[src/rtl/clk_div_pkg.sv]
// Shared state encoding and reserved ratio codes for the programmable clock divider.
package clk_div_pkg;

   typedef enum logic [2:0] {
      ST_STOP = 3'd0,
      ST_HIGH = 3'd1,
      ST_LOW  = 3'd2,
      ST_BYP  = 3'd3,
      ST_GAP  = 3'd4
   } div_state_e;

   localparam int DIV_STOP   = 0;
   localparam int DIV_BYPASS = 1;

endpackage

[src/rtl/clk_gate_neg.sv]
// Bypass gate: negedge-registered enable ANDed with the source clock, so the
// enable only moves while clk is low and the gated clock cannot be chopped.
module clk_gate_neg (
   input  logic clk,
   input  logic rst_n,
   input  logic en_i,
   output logic gclk_o
);

   logic byp_en_n_q;

   always_ff @(negedge clk or negedge rst_n) begin
      if (!rst_n) begin
         byp_en_n_q <= 1'b0;
      end else begin
         byp_en_n_q <= en_i;
      end
   end

   assign gclk_o = clk & byp_en_n_q;

endmodule

[src/rtl/clk_div_switch.sv]
// Glitch-free programmable clock divider; ratio changes are applied only at
// phase boundaries (end of a low phase, any cycle in bypass or stop).
import clk_div_pkg::*;

module clk_div_switch #(
   parameter int DIV_W       = 8,
   parameter int DEFAULT_DIV = 2
) (
   input  logic             clk,
   input  logic             rst_n,
   input  logic             div_req,
   input  logic [DIV_W-1:0] div_val,
   output logic             div_ack,
   output logic             busy,
   output logic [DIV_W-1:0] cur_div,
   output logic             clk_o
);

   localparam logic [DIV_W-1:0] RATIO_STOP = DIV_W'(DIV_STOP);
   localparam logic [DIV_W-1:0] RATIO_BYP  = DIV_W'(DIV_BYPASS);
   localparam logic [DIV_W-1:0] RESET_DIV  = DIV_W'(DEFAULT_DIV);
   localparam logic [DIV_W-1:0] ONE        = DIV_W'(1);

   div_state_e       state_q, state_d;
   logic [DIV_W-1:0] cnt_q, cnt_d;
   logic             div_q, div_d;
   logic             byp_req_q, byp_req_d;
   logic [DIV_W-1:0] cur_div_q, cur_div_d;
   logic [DIV_W-1:0] pend_q, pend_d;
   logic             busy_q, busy_d;
   logic             ack_q, ack_d;
   logic             boundary, apply, restart;
   logic [DIV_W-1:0] start_div;
   logic             gclk;

   // Counter holds cycles remaining in the phase minus one; zero marks the last cycle.
   function automatic logic [DIV_W-1:0] highLast(input logic [DIV_W-1:0] n);
      return (n >> 1) - ONE;
   endfunction

   function automatic logic [DIV_W-1:0] lowLast(input logic [DIV_W-1:0] n);
      return n - (n >> 1) - ONE;
   endfunction

   always_comb begin
      boundary = 1'b0;
      case (state_q)
         ST_STOP, ST_BYP: boundary = 1'b1;
         ST_LOW:          boundary = (cnt_q == '0);
         default:         boundary = 1'b0;
      endcase
      apply     = boundary & busy_q;
      start_div = apply ? pend_q : cur_div_q;
   end

   // Next phase; leaving bypass always passes through GAP so the last bypass
   // pulse ends before the divider drives high again.
   always_comb begin
      state_d = state_q;
      cnt_d   = cnt_q;
      restart = 1'b0;
      case (state_q)
         ST_HIGH: begin
            if (cnt_q == '0) begin
               state_d = ST_LOW;
               cnt_d   = lowLast(cur_div_q);
            end else begin
               cnt_d = cnt_q - ONE;
            end
         end
         ST_LOW: begin
            if (cnt_q == '0) begin
               restart = 1'b1;
            end else begin
               cnt_d = cnt_q - ONE;
            end
         end
         ST_STOP, ST_GAP: restart = 1'b1;
         ST_BYP: begin
            if (apply && (pend_q != RATIO_BYP)) begin
               state_d = ST_GAP;
            end
         end
         default: state_d = ST_STOP;
      endcase
      if (restart) begin
         if (start_div == RATIO_STOP) begin
            state_d = ST_STOP;
         end else if (start_div == RATIO_BYP) begin
            state_d = ST_BYP;
         end else begin
            state_d = ST_HIGH;
            cnt_d   = highLast(start_div);
         end
      end
      div_d     = (state_d == ST_HIGH);
      byp_req_d = (state_d == ST_BYP);
   end

   always_comb begin
      cur_div_d = cur_div_q;
      pend_d    = pend_q;
      busy_d    = busy_q;
      ack_d     = 1'b0;
      if (apply) begin
         cur_div_d = pend_q;
         busy_d    = 1'b0;
         ack_d     = 1'b1;
      end else if (div_req && !busy_q) begin
         pend_d = div_val;
         busy_d = 1'b1;
      end
   end

   // Reset parks in the last cycle of a low phase so the first posedge starts the default ratio.
   always_ff @(posedge clk or negedge rst_n) begin
      if (!rst_n) begin
         state_q   <= ST_LOW;
         cnt_q     <= '0;
         div_q     <= 1'b0;
         byp_req_q <= 1'b0;
         cur_div_q <= RESET_DIV;
         pend_q    <= '0;
         busy_q    <= 1'b0;
         ack_q     <= 1'b0;
      end else begin
         state_q   <= state_d;
         cnt_q     <= cnt_d;
         div_q     <= div_d;
         byp_req_q <= byp_req_d;
         cur_div_q <= cur_div_d;
         pend_q    <= pend_d;
         busy_q    <= busy_d;
         ack_q     <= ack_d;
      end
   end

   clk_gate_neg uGate (
      .clk    (clk),
      .rst_n  (rst_n),
      .en_i   (byp_req_q),
      .gclk_o (gclk)
   );

   assign clk_o   = div_q | gclk;
   assign div_ack = ack_q;
   assign busy    = busy_q;
   assign cur_div = cur_div_q;

endmodule
[config.mk]
export PLATFORM = sky130hd
export DESIGN_NAME = clk_div_switch
export DESIGN_NICKNAME = d
export VERILOG_FILES = /design/src/rtl/clk_div_pkg.sv /design/src/rtl/clk_gate_neg.sv /design/src/rtl/clk_div_switch.sv
export SDC_FILE = /design/constraint.sdc
export NUM_CORES = 1
export LEC_CHECK = 0
export ABC_AREA = 0
export CORE_MARGIN = 10
export CORE_UTILIZATION = 50
export CTS_BUF_LIST = sky130_fd_sc_hd__clkbuf_4
export DETAILED_ROUTE_END_ITERATION = 7
export DONT_BUFFER_PORTS = 1
export PLACE_DENSITY = 0.68
export SYNTH_ARGS = -nofsm -noshare
export SYNTH_HDL_FRONTEND = slang
export SYNTH_HIERARCHICAL = 1
export SYNTH_SLANG_ARGS = --single-unit
export TNS_END_PERCENT = 50
[constraint.sdc]
create_clock -name clk -period 2.7 [get_ports clk]
set_input_delay 0.405 -clock clk [delete_from_list [all_inputs] [get_ports clk]]
set_output_delay 0.405 -clock clk [all_outputs]
set_load 0.03 [all_outputs]
==> flow_summary.toml, run 1 <==
[route]
drt_iter0_markers = 242
first_pass_iters = 5
wl_microns = 6760
vias_per_cell = 6.32
drc = 0
vias = 2225
avgRoutedWirePerCell_microns = 19.2
antenna_left = 0

[finish]
final_common_cell = "buf_4"
layout_common_cells = "30 x buf_4, 29 x dfrtp_1, 22 x nor2_1, 18 x nand2_1, 15 x inv_1"
drive_above_1_share = 0.240
num_antenna_cells = 0
nFillCells = 377
area_delta_synth_final_pct = 17.4
design_area_sq_um = 2760
nets = 320

[worst_setup_path]
crit_type = "flop to primary output"
crit_buf_inv = 0
critical-path-top-delay-family = "simple AND/OR/NAND/NOR gates"
crit_fanout = 1
path_cells = "and2_1, or2_4"
slowest_stage = "dfrtn_1"
worstSetupEndpointType = "primary output"
startpoint_type = "flop"
crit_required_ns = 2.30
worstPathArrival_ns = 2.53
critPathMaxStageDelay_ns = 0.33

[clock_network]
clk_pin_slew_ns = 0.10
insertion_delay_ns = 0.46
postCtsSetupRepairBufs = 0
cts_tree = "yes"

[sta]
setup_viol = 2
finalHoldViolations = 0
finalWorstSetupSlack_ns = -0.236
slew_headroom = 0.578
tightest_slew_ns = 0.632
slew_violations = 0
grt_setup_unrepaired = "yes"
hold_slack_ns = 0.0927
skew_ns = 0.0163

[die]
dieArea_sq_um = 7840
io_pins = 22
die_w_microns = 88.5
start_util = 0.528
coreArea_sq_um = 4440
rows = 24
die_y_microns = 88.5

[status]
violations = "setup timing"
outcome = "finished, violations left"

[placed_design]
post-place-ws_ns = 0.0672
portBuffers = 0
dp_hpwl_microns = 5110
dpl-instance-area_sq_um = 2600
routabilityCongestion = 0.849

[synth]
synth_top_family_by_area = "simple AND/OR/NAND/NOR gates"
synth-warning-count = 6
synth_nets = 286
synthAdderAreaFrac = 0.0565
ys_ff_latch = 32
synthMuxAreaShare = 0.0730
syn_avg_cell_area_sq_um = 8.86
async_flop_share = 1.00
synth_compound_area_frac = 0.219
synthCells = 265
synthXorXnorAreaFrac = 0.0298
ys.flop_type = "dfrtp_1"
ys_types = 60
synth_edf_count = 0
synthesis.area_sq_um = 2350
ys_seq_area_frac = 0.342
synth_simple_gate_area_share = 0.235

[grt]
grt_usage = 0.183
grt_pass1_wl_microns = 10800
grt_max_degree = 32
grt_pass1_vias = 2116
antenna_found_initial = 0
overflow = 0

[min_path]
min-delay-path-class = "primary input to flop"

[run]
maxCapViolCount = 0
-- synthesized netlist by cell type (6+ instances only) --
cell type	number	share of area
nand3_1	13	0.028
nor2b_1	7	0.019
inv_1	16	0.026
dfrtp_1	29	0.31
nand2b_1	6	0.016
o21ai_0	13	0.028
a21o_1	6	0.019
mux2_2	9	0.043
nor2_1	22	0.035
nor3_1	7	0.015
ha_1	9	0.048
xnor2_1	7	0.026
nand2_1	19	0.030
a21oi_1	7	0.015
mux2i_1	7	0.030
-- registers in the layout, indices dropped and copies added (netlist names) --
| signal | flops |
|---|---|
| busy | 1 |
| byp_req_q | 1 |
| cnt_q | 8 |
| cur_div | 8 |
| div_ack | 1 |
| div_q | 1 |
| pend_q | 8 |
| state_q | 3 |
| uGate/byp_en_n_q | 1 |
-- metrics by stage --
stage                     setup TNS (ns)   util  cells
after floorplan                        0      -    265
after global placement                 0  0.585    339
after detailed placement               0  0.585    339
after CTS                         -0.242  0.611    352
after global routing              -0.299  0.620    352
final                             -0.236  0.620    352
-- final cells by class --
type / instances / area, sq um / share of cell area
Tap cell: 52 / 65.1 / 0.0236
Inverter: 17 / 66.3 / 0.0241
Clock inverter: 2 / 11.3 / 0.00409
Clock buffer: 9 / 67.6 / 0.0245
Sequential cell: 32 / 803 / 0.291
Multi-Input combinational cell: 208 / 1490 / 0.540
Timing Repair Buffer: 32 / 255 / 0.0926
-- routing by layer --
layer | routed length [microns] | track usage | vias to the layer above | share of wire
met2 | 3200 | 0.287 | 98 | 0.47
li1 | - | - | 1056 | -
met1 | 2910 | 0.225 | 1052 | 0.43
met5 | 0 | 0 | - | 0
met4 | 136 | 0.0925 | 0 | 0.020
met3 | 512 | 0.0524 | 19 | 0.076
-- final timing paths --
| path | startpoint | endpoint | slack [ns] | cells after the start |
|---|---|---|---|---|
| max | uGate/byp_en_n_q$_DFF_NN0_ | clk_o | -0.24 | 2 |
| min | div_val[1] | pend_q[1]$_DFFE_PN0P_ | 0.09 | 1 |
| max reg2reg | cnt_q[1]$_DFF_PN0_ | cnt_q[6]$_DFF_PN0_ | 0.15 | 12 |
| min reg2reg | pend_q[0]$_DFFE_PN0P_ | pend_q[0]$_DFFE_PN0P_ | 0.54 | 1 |
| max in group asynchronous | rst_n | uGate/byp_en_n_q$_DFF_NN0_ | 1.74 | 0 |
| min in group asynchronous | rst_n | div_q$_DFF_PN0_ | 0.37 | 2 |
-- timing repair --
action                                  in CTS  in global routing
hold buffers                                 2                  0
hold endpoints to repair                    31                  0
resized for setup                            2                  8
pin swaps                                    1                  1
endpoints found under the setup margin       3                  4
-- logic make-up (layout without fill, tap and decap cells) --
logic type               Yosys count  in the layout
adder cells (fa/ha/maj)           10             10
flip-flops                        32             32
AO/OA/AOI/OAI                     72             72
multiplexers                      16             16
XOR/XNOR                           8              8
AND/OR/NAND/NOR                  102            102
buffers and inverters             25             60
Power of run 1 is left out: the tool's default activity adds up to more than one toggle a clock period on the data nets, which glitch-free logic cannot reach.
==> inputs of run 2 (changes only) <==
- CORE_MARGIN: 10 -> 5
==> flow_summary.toml, run 2 (synthesis gave the netlist of run 1 again) <==
[finish]
area_delta_synth_final_pct = 18.2
num_antenna_cells = 0
design_area_sq_um = 2780
layout_common_cells = "30 x buf_4, 29 x dfrtp_1, 22 x nor2_1, 18 x nand2_1, 15 x inv_1"
drive_above_1_share = 0.237
final_common_cell = "buf_4"
nets = 320

[die]
coreArea_sq_um = 4630
dieArea_sq_um = 6170
die_w_microns = 78.5
die_y_microns = 78.5
rows = 25
io_pins = 22
start_util = 0.507

[clock_network]
insertion_delay_ns = 0.45
clk_pin_slew_ns = 0.09
postCtsSetupRepairBufs = 0
cts_tree = "yes"

[worst_setup_path]
r2r_setup_slack_ns = 0.17
worstPathArrival_ns = 2.52
slowest_stage = "dfrtn_1"
worstSetupEndpointType = "primary output"
startpoint_type = "flop"
path_cells = "and2_4, or2_4"
reg2regPathDepth = 13
reg2reg_to = "cnt_q[6]$_DFF_PN0_"
crit_type = "flop to primary output"
crit_required_ns = 2.30
critPathMaxStageDelay_ns = 0.33
crit_fanout = 1
r2r-start = "cnt_q[1]$_DFF_PN0_"

[placed_design]
dpl-instance-area_sq_um = 2600
portBuffers = 0
routabilityCongestion = 0.962
dp_hpwl_microns = 4950

[min_path]
worstHoldEndpoint = "pend_q[0]$_DFFE_PN0P_"
hold_depth = 1
hold_start = "div_val[0]"
min-delay-path-class = "primary input to flop"

[sta]
setup_viol = 2
grt_setup_unrepaired = "yes"
skew_ns = 0.0173
finalHoldViolations = 0
slew_headroom = 0.584
tightest_slew_ns = 0.622
slew_violations = 0
finalWorstSetupSlack_ns = -0.229

[route]
first_pass_iters = 5
drt_iter0_markers = 230
drc = 0
vias_per_cell = 6.36
antenna_left = 0
wl_microns = 6600
avgRoutedWirePerCell_microns = 18.6
vias = 2251

[grt]
antenna_found_initial = 0
grt_max_degree = 32
grt_pass1_wl_microns = 10800
grt_pass1_vias = 2207
grt_usage = 0.228
overflow = 0

[status]
outcome = "finished, violations left"
violations = "setup timing"

[run]
maxCapViolCount = 0
-- run 2: changes by cell type in the layout (fill, tap and decap cells not counted), sizes merged --
cell and change:
bufinv +1, clkbuf -1, clkinv +1, clkinvlp -1
-- run 2: stage by stage --
stage / setup TNS, ns / instances / setup WS [ns] / utilization / hold WS [ns]
global placement: 0 / 341 / 0.158 / 0.562 / 0.110
detailed placement: 0 / 341 / 0.0719 / 0.562 / 0.110
global route: -0.278 / 354 / -0.278 / 0.600 / 0.0790
floorplan: 0 / 265 / 0.0182 / - / 0.109
finish: -0.229 / 354 / -0.229 / 0.600 / 0.110
CTS: -0.249 / 354 / -0.249 / 0.591 / 0.0919
-- run 2: timing repair --
item                                    4_1_cts  5_1_grt
endpoints found under the setup margin        2        4
hold buffers                                  2        0
gates resized for setup                       1        9
hold endpoints to repair                     31        0
pin swaps                                     1        2
-- run 2: final cells by class --
type	instances	area, sq um
inverters	17	66.3
clock buffers	8	60.1
well taps	54	67.6
multi-input cells	208	1490
fillers	422	1850
clock inverters	3	37.5
flip-flops and latches	32	803
repair buffers	32	255
-- run 2: worst max-delay path by stage --
stage / slack [ns] / start / endpoint
finish: -0.23 / uGate/byp_en_n_q$_DFF_NN0_ / clk_o
detailed placement: 0.07 / cnt_q[1]$_DFF_PN0_ / cnt_q[6]$_DFF_PN0_
floorplan: 0.02 / cnt_q[0]$_DFF_PN0_ / cnt_q[6]$_DFF_PN0_
global route: -0.28 / uGate/byp_en_n_q$_DFF_NN0_ / clk_o
global placement: 0.16 / uGate/byp_en_n_q$_DFF_NN0_ / clk_o
CTS: -0.25 / uGate/byp_en_n_q$_DFF_NN0_ / clk_o
-- run 2: worst max-delay path: cells and delay by family (launching register included) --
kind	cells	cell delay (ns)
DFF	1	0.33
and+or+nand+nor	2	0.40
-- run 2: routing by layer --
metal	up-vias	routed length (microns)	track usage
li1	1057	-	-
met1	1069	2840	0.273
met2	98	3040	0.351
met3	27	405	0.0734
met4	0	307	0.143
met5	-	0	0
Power of run 2 is left out for the same reason.
